==> src/rtl/inst_encoder_pkg.sv <==
// Shared constants and types for the RV32 instruction encoder.
// Holds the supported opcode set, the NOP filler word and the raw field bundle.
package inst_encoder_pkg;

    localparam int DATA_LEN = 32;
    localparam int IMM_SIZE = 32;

    localparam logic [6:0] OP_R    = 7'b0110011;
    localparam logic [6:0] OP_I    = 7'b0010011;
    localparam logic [6:0] OP_LOAD = 7'b0000011;
    localparam logic [6:0] OP_S    = 7'b0100011;
    localparam logic [6:0] OP_B    = 7'b1100011;

    localparam logic [DATA_LEN-1:0] NOP_WORD = 32'h0000_0013;

    typedef struct packed {
        logic [6:0]          opcode;
        logic [2:0]          funct3;
        logic [6:0]          funct7;
        logic [4:0]          rd;
        logic [4:0]          rs1;
        logic [4:0]          rs2;
        logic [IMM_SIZE-1:0] imm;
    } fields_t;

    // True when imm[31:msb] are all equal, i.e. imm fits a signed field of msb+1 bits.
    function automatic logic fits_signed(input logic [IMM_SIZE-1:0] imm, input int msb);
        logic [IMM_SIZE-1:0] s;
        s = $unsigned($signed(imm) >>> msb);
        return (s == '0) || (s == '1);
    endfunction

endpackage

==> src/rtl/inst_encoder_pack.sv <==
// Combinational field scatter and legality check for one instruction.
// Illegal words come out as NOP with err_o set.
module inst_encoder_pack
    import inst_encoder_pkg::*;
(
    input  fields_t             f,
    output logic [DATA_LEN-1:0] inst_o,
    output logic                err_o
);

    logic [DATA_LEN-1:0] word;
    logic                legal;

    always_comb begin
        word  = NOP_WORD;
        legal = 1'b0;
        case (f.opcode)
            OP_R: begin
                word  = {f.funct7, f.rs2, f.rs1, f.funct3, f.rd, f.opcode};
                legal = 1'b1;
            end
            OP_I, OP_LOAD: begin
                // Shift-immediates reuse funct7 and carry only a 5-bit unsigned shamt.
                if (f.opcode == OP_I && (f.funct3 == 3'b001 || f.funct3 == 3'b101)) begin
                    word  = {f.funct7, f.imm[4:0], f.rs1, f.funct3, f.rd, f.opcode};
                    legal = (f.imm[31:5] == 27'd0);
                end else begin
                    word  = {f.imm[11:0], f.rs1, f.funct3, f.rd, f.opcode};
                    legal = fits_signed(f.imm, 11);
                end
            end
            OP_S: begin
                word  = {f.imm[11:5], f.rs2, f.rs1, f.funct3, f.imm[4:0], f.opcode};
                legal = fits_signed(f.imm, 11);
            end
            OP_B: begin
                word  = {f.imm[12], f.imm[10:5], f.rs2, f.rs1, f.funct3,
                         f.imm[4:1], f.imm[11], f.opcode};
                legal = fits_signed(f.imm, 12) && !f.imm[0];
            end
            default: begin
                word  = NOP_WORD;
                legal = 1'b0;
            end
        endcase
        inst_o = legal ? word : NOP_WORD;
        err_o  = !legal;
    end

endmodule

==> src/rtl/inst_encoder.sv <==
// Two-stage valid/ready instruction assembler feeding instruction-memory preload.
// Stage 1 holds raw fields, stage 2 the encoded word; address and error counters track output transfers.
module inst_encoder
    import inst_encoder_pkg::*;
#(
    parameter logic [31:0] BASE_ADDR = 32'h0,
    parameter logic [31:0] ADDR_STEP = 32'd4
) (
    input  logic        clk_i,
    input  logic        rst_i,
    input  logic        clear_i,
    input  logic        in_valid_i,
    output logic        in_ready_o,
    input  logic [6:0]  opcode_i,
    input  logic [2:0]  funct3_i,
    input  logic [6:0]  funct7_i,
    input  logic [4:0]  rd_i,
    input  logic [4:0]  rs1_i,
    input  logic [4:0]  rs2_i,
    input  logic [31:0] imm_i,
    output logic        out_valid_o,
    input  logic        out_ready_i,
    output logic [31:0] inst_o,
    output logic [31:0] addr_o,
    output logic        err_o,
    output logic [7:0]  err_cnt_o
);

    logic        s1_valid_q, s1_valid_d;
    fields_t     s1_q, s1_d;
    logic        s2_valid_q, s2_valid_d;
    logic [31:0] inst_q, inst_d;
    logic        err_q, err_d;
    logic [31:0] addr_q, addr_d;
    logic [7:0]  err_cnt_q, err_cnt_d;

    logic [31:0] pack_inst;
    logic        pack_err;
    logic        s1_adv, in_fire, out_fire;

    inst_encoder_pack u_pack (
        .f      (s1_q),
        .inst_o (pack_inst),
        .err_o  (pack_err)
    );

    assign s1_adv     = !s2_valid_q || out_ready_i;
    assign in_ready_o = !s1_valid_q || s1_adv;
    assign in_fire    = in_valid_i && in_ready_o;
    assign out_fire   = s2_valid_q && out_ready_i;

    always_comb begin
        s1_valid_d = s1_valid_q;
        s1_d       = s1_q;
        s2_valid_d = s2_valid_q;
        inst_d     = inst_q;
        err_d      = err_q;
        addr_d     = addr_q;
        err_cnt_d  = err_cnt_q;

        if (s1_adv) begin
            s2_valid_d = s1_valid_q;
            if (s1_valid_q) begin
                inst_d = pack_inst;
                err_d  = pack_err;
            end
            s1_valid_d = 1'b0;
        end
        if (in_fire) begin
            s1_valid_d = 1'b1;
            s1_d       = '{opcode: opcode_i, funct3: funct3_i, funct7: funct7_i,
                           rd: rd_i, rs1: rs1_i, rs2: rs2_i, imm: imm_i};
        end

        // clear_i outranks a same-cycle output transfer on both counters.
        if (clear_i) begin
            addr_d    = BASE_ADDR;
            err_cnt_d = 8'd0;
        end else if (out_fire) begin
            addr_d = addr_q + ADDR_STEP;
            if (err_q && err_cnt_q != 8'hFF) err_cnt_d = err_cnt_q + 8'd1;
        end
    end

    always_ff @(posedge clk_i or negedge rst_i) begin
        if (!rst_i) begin
            s1_valid_q <= 1'b0;
            s1_q       <= '0;
            s2_valid_q <= 1'b0;
            inst_q     <= '0;
            err_q      <= 1'b0;
            addr_q     <= BASE_ADDR;
            err_cnt_q  <= 8'd0;
        end else begin
            s1_valid_q <= s1_valid_d;
            s1_q       <= s1_d;
            s2_valid_q <= s2_valid_d;
            inst_q     <= inst_d;
            err_q      <= err_d;
            addr_q     <= addr_d;
            err_cnt_q  <= err_cnt_d;
        end
    end

    assign out_valid_o = s2_valid_q;
    assign inst_o      = inst_q;
    assign err_o       = err_q;
    assign addr_o      = addr_q;
    assign err_cnt_o   = err_cnt_q;

endmodule

==> config.mk <==
export PLATFORM = sky130hd
export DESIGN_NAME = inst_encoder
export DESIGN_NICKNAME = d
export VERILOG_FILES = /design/src/rtl/inst_encoder_pkg.sv /design/src/rtl/inst_encoder_pack.sv /design/src/rtl/inst_encoder.sv
export SDC_FILE = /design/constraint.sdc
export NUM_CORES = 1
export LEC_CHECK = 0
export ABC_AREA = 1
export BUFFER_PORTS_ARGS = -buffer_cell sky130_fd_sc_hd__buf_2
export CAP_MARGIN = 10
export CORE_MARGIN = 2
export CORE_UTILIZATION = 50
export DETAILED_ROUTE_END_ITERATION = 16
export PLACE_DENSITY = 0.74
export SLEW_MARGIN = 20
export SYNTH_ARGS = -nofsm -noshare
export SYNTH_HDL_FRONTEND = slang
export SYNTH_SLANG_ARGS = --single-unit
==> constraint.sdc <==
create_clock -name clk_i -period 1.9 [get_ports clk_i]
set_input_delay 0.19 -clock clk_i [delete_from_list [all_inputs] [get_ports clk_i]]
set_output_delay 0.19 -clock clk_i [all_outputs]
set_load 0.05 [all_outputs]
==> flow_metrics.py <==
metrics = {
    "power": {
        "power.ir.vdd_worst_v": 0.0005695,
        "leakagePower_nw": 4.208,
        "cellPowerDensity_nw_per_um2": 879.1,
    },
    "routing": {
        "wl_per_cell_um": 14.35,
        "drt_drc_violations_left": 0,
        "totalWireLength_mm": 16.04,
        "drt_first_pass_iters": 5,
        "drt.antenna.violating_nets": 0,
        "vias_after_detailed_routing": 5682,
        "detail_route.iter0.violations": 415,
        "post_drt_via_cell_ratio": 5.082,
    },
    "timing": {
        "setup_viol": 0,
        "summed_negative_setup_slack_over_all_endpoints_ns": 0,
        "max_slew_margin_pct": 48.34,
        "post-route-worst-setup-slack_ns": 0.2041,
        "slew_violations": 0,
        "final_hold_viol_count": 0,
        "post-route-min-period_ns": 1.696,
        "max_freq_ghz": 0.5897,
        "fin_worst_skew_ns": 0.008019,
        "tightestPinTransition_ns": 0.7740,
        "grt_setup_unrepaired": "false",
        "finalCritPeriodShare_pct": 89.26,
    },
    "critical_path": {
        "slowest_delay_ns": 0.40,
        "cp_required_ns": 2.20,
        "worstPathArrival_ns": 1.99,
        "start_point_of_the_critical_path": "s1_q[57]",
        "worstSetupEndpoint": "inst_o[20]",
        "timing.rr.start": "s1_q[57]",
        "r2r-end": "inst_o[20]",
        "critPathCaptureType": "flip-flop",
        "r2r_cells": 10,
        "crit_type": "reg -> reg",
        "regToRegSetupSlack_ns": 0.20,
        "critical_path.most_common_cell": "nand2_1",
        "worstPathMaxFanout": 26,
        "worst_path_max_delay_cell": "dfrtp_1",
        "timing.critical_path.from_type": "flip-flop",
        "crit_path_cell_trace": "nand2_1, inv_1, nand2_4, nor2_2, nand3_1, inv_1, nor2_2, nand3_4, nand2_1, nand2_1",
    },
    "clock_tree": {
        "tritoncts": "done",
        "cts.sink_count": 137,
        "h-tree-depth": 4,
        "clk_latency_ns": 0.42,
        "clkSlewWorstSetupHoldPaths_ns": 0.06,
        "cts_root_buffer": "clkbuf_16",
        "inserted_clock_buffers": 17,
        "ctsLongestPathBuffers": 2,
    },
    "finish": {
        "mostFrequentLayoutCells": "208 x nand2_1, 140 x buf_2, 136 x dfrtp_1",
        "number_of_nets_at_the_end_of_the_flow": 1004,
        "final_layout_size_suffix_gt1_share_pct": 28.66,
        "area_growth_syn_to_layout_pct": 27.62,
        "antenna-diode-count": 0,
        "regArea_um2": 3430,
        "commonest_non_fill_non_tap_cell_in_the_layout": "nand2_1",
        "multi_input_comb_area_um2": 2816,
        "nFillCells": 1101,
    },
    "global_route": {
        "wire_length_of_the_first_global_routing_pass_mm": 26.57,
        "via_count_of_the_first_global_routing_pass": 5492,
        "grt_overflow": 0,
        "grt_start_max_net_pins": 57,
        "grt.total_usage_pct": 23.85,
        "initial_antenna_violation_count": 0,
    },
    "placement": {
        "gpl.final_weighted_congestion": 0.8792,
        "port-buffer-count": 141,
        "post-dp-hpwl_mm": 11.26,
        "dp_slack_ns": 0.2137,
    },
    "floorplanning": {
        "die_x_um": 119.0,
        "start_util_pct": 50.55,
        "fp.dieArea_um2": 14160,
        "std_cell_rows": 42,
        "pin_count": 144,
        "die-height_um": 119.0,
        "placeableCoreArea_um2": 13090,
    },
    "hold_path": {
        "worstHoldPathType": "in -> reg",
        "worstHoldPathCells": 2,
    },
    "synthesis": {
        "avgSynthCellArea_um2": 8.830,
        "syn_inst": 749,
        "area_of_the_mapped_netlist_um2": 6614,
        "ys_seq_area_share_pct": 51.84,
        "ys_ff_latch": 137,
        "yosysWarnings": 0,
        "yosys.cell_types.count": 40,
    },
    "run": {
        "max-cap-violations": 0,
    },
    "run_status": {
        "outcome": "finished clean",
    },
}
-- cells in the mapped netlist, drive strengths merged --
master,count,area (um2)
inv,65,244.0
and3,1,6.260
buf,16,105.1
nor4,1,12.51
dfrtp,137,3428
nand2,214,820.8
a21o,2,15.01
o31ai,6,65.06
o21a,1,7.510
clkinv,1,3.750
xor2,4,35.03
clkbuf,8,30.03
o221ai,2,17.52
or2,3,18.77
nor2,89,379.1
nand3,45,257.8
conb,1,3.750
nor3,21,142.6
ha,2,25.02
xnor2,2,17.52
nand4,13,81.33
mux2,50,563.0
a211oi,2,15.01
o21ai,19,95.09
a21oi,44,224.0
-- logic make-up (layout without fill, tap and decap cells) --
family	count (synthesis)	after routing	share of synthesized area, %
adder cells (fa/ha/maj)	2	2	0.3783
flip-flops	137	137	51.84
XOR/XNOR	6	6	0.7945
buffers and inverters	90	282	5.789
other	1	2	0.05670
multiplexers	50	50	8.513
AND/OR/NAND/NOR	387	387	25.99
AO/OA/AOI/OAI	76	76	6.640
-- per-stage QoR --
| stage | utilization, % | total power, mW | instances | cell area, um2 | hold slack [ns] |
|---|---|---|---|---|---|
| 2_1_floorplan | - | 4.041 | 750 | 6624 | -0.1056 |
| 5_1_grt | 64.51 | 7.767 | 1118 | 8441 | 0.003200 |
| 4_1_cts | 64.49 | 7.479 | 1118 | 8438 | 0.0005528 |
| 3_3_place_gp | 57.86 | 4.385 | 1056 | 7571 | 0.2029 |
| 3_5_place_dp | 57.86 | 4.409 | 1056 | 7571 | 0.1980 |
| 6_report | 64.51 | 7.420 | 1118 | 8441 | 0.01093 |
-- area by class of cell --
type	count	area share, %
clock buffers	24	5.707
clock inverters	4	0.5336
inverters	66	2.935
multi-input cells	523	33.37
flip-flops and latches	137	40.63
well taps	176	2.609
repair buffers	188	14.22
-- registers in the layout, indices dropped and copies added, names as in the netlist --
register,cells
err_cnt_o,8
s1_q,64
addr_o,30
out_valid_o,1
err_o,1
inst_o,32
s1_valid_q,1
-- critical path: cells and delay by family, from the launching register on --
family	cells	cell delay, ns
AND/OR/NAND/NOR	8	1.04
buffers and inverters	2	0.15
flip-flops	1	0.40
-- where the power goes --
group	switching [mW]	total (mW)	internal, mW
sequential	0.191	3.36	3.17
combinational	0.634	1.06	0.430
clock	1.13	3.00	1.87
total	1.96	7.42	5.46
-- metal layers --
layer	vias to the layer above	part of all wire, %	GRT usage, %
met5	-	0	0
met4	0	1.8	7.961
met3	21	5.1	4.598
met2	167	51	41.09
met1	2683	42	30.22
li1	2811	-	-
-- what timing repair did --
item | 4_1_cts | 5_1_grt
hold buffers | 34 | 0
resized for setup | 0 | 1
buffers inserted | 0 | 0
endpoints found under the hold margin | 86 | 0
endpoints found under the setup margin | 0 | 1
-- worst min path at each step --
| stage | endpoint | startpoint |
|---|---|---|
| floorplan | addr_o[10] | rst_i |
| global placement | err_cnt_o[5] | rst_i |
| detailed placement | err_cnt_o[5] | rst_i |
| CTS | s1_q[12] | imm_i[12] |
| global route | s1_q[46] | rd_i[4] |
| finish | s1_q[25] | imm_i[25] |
No activity file was read; power rests on OpenSTA's default activity.
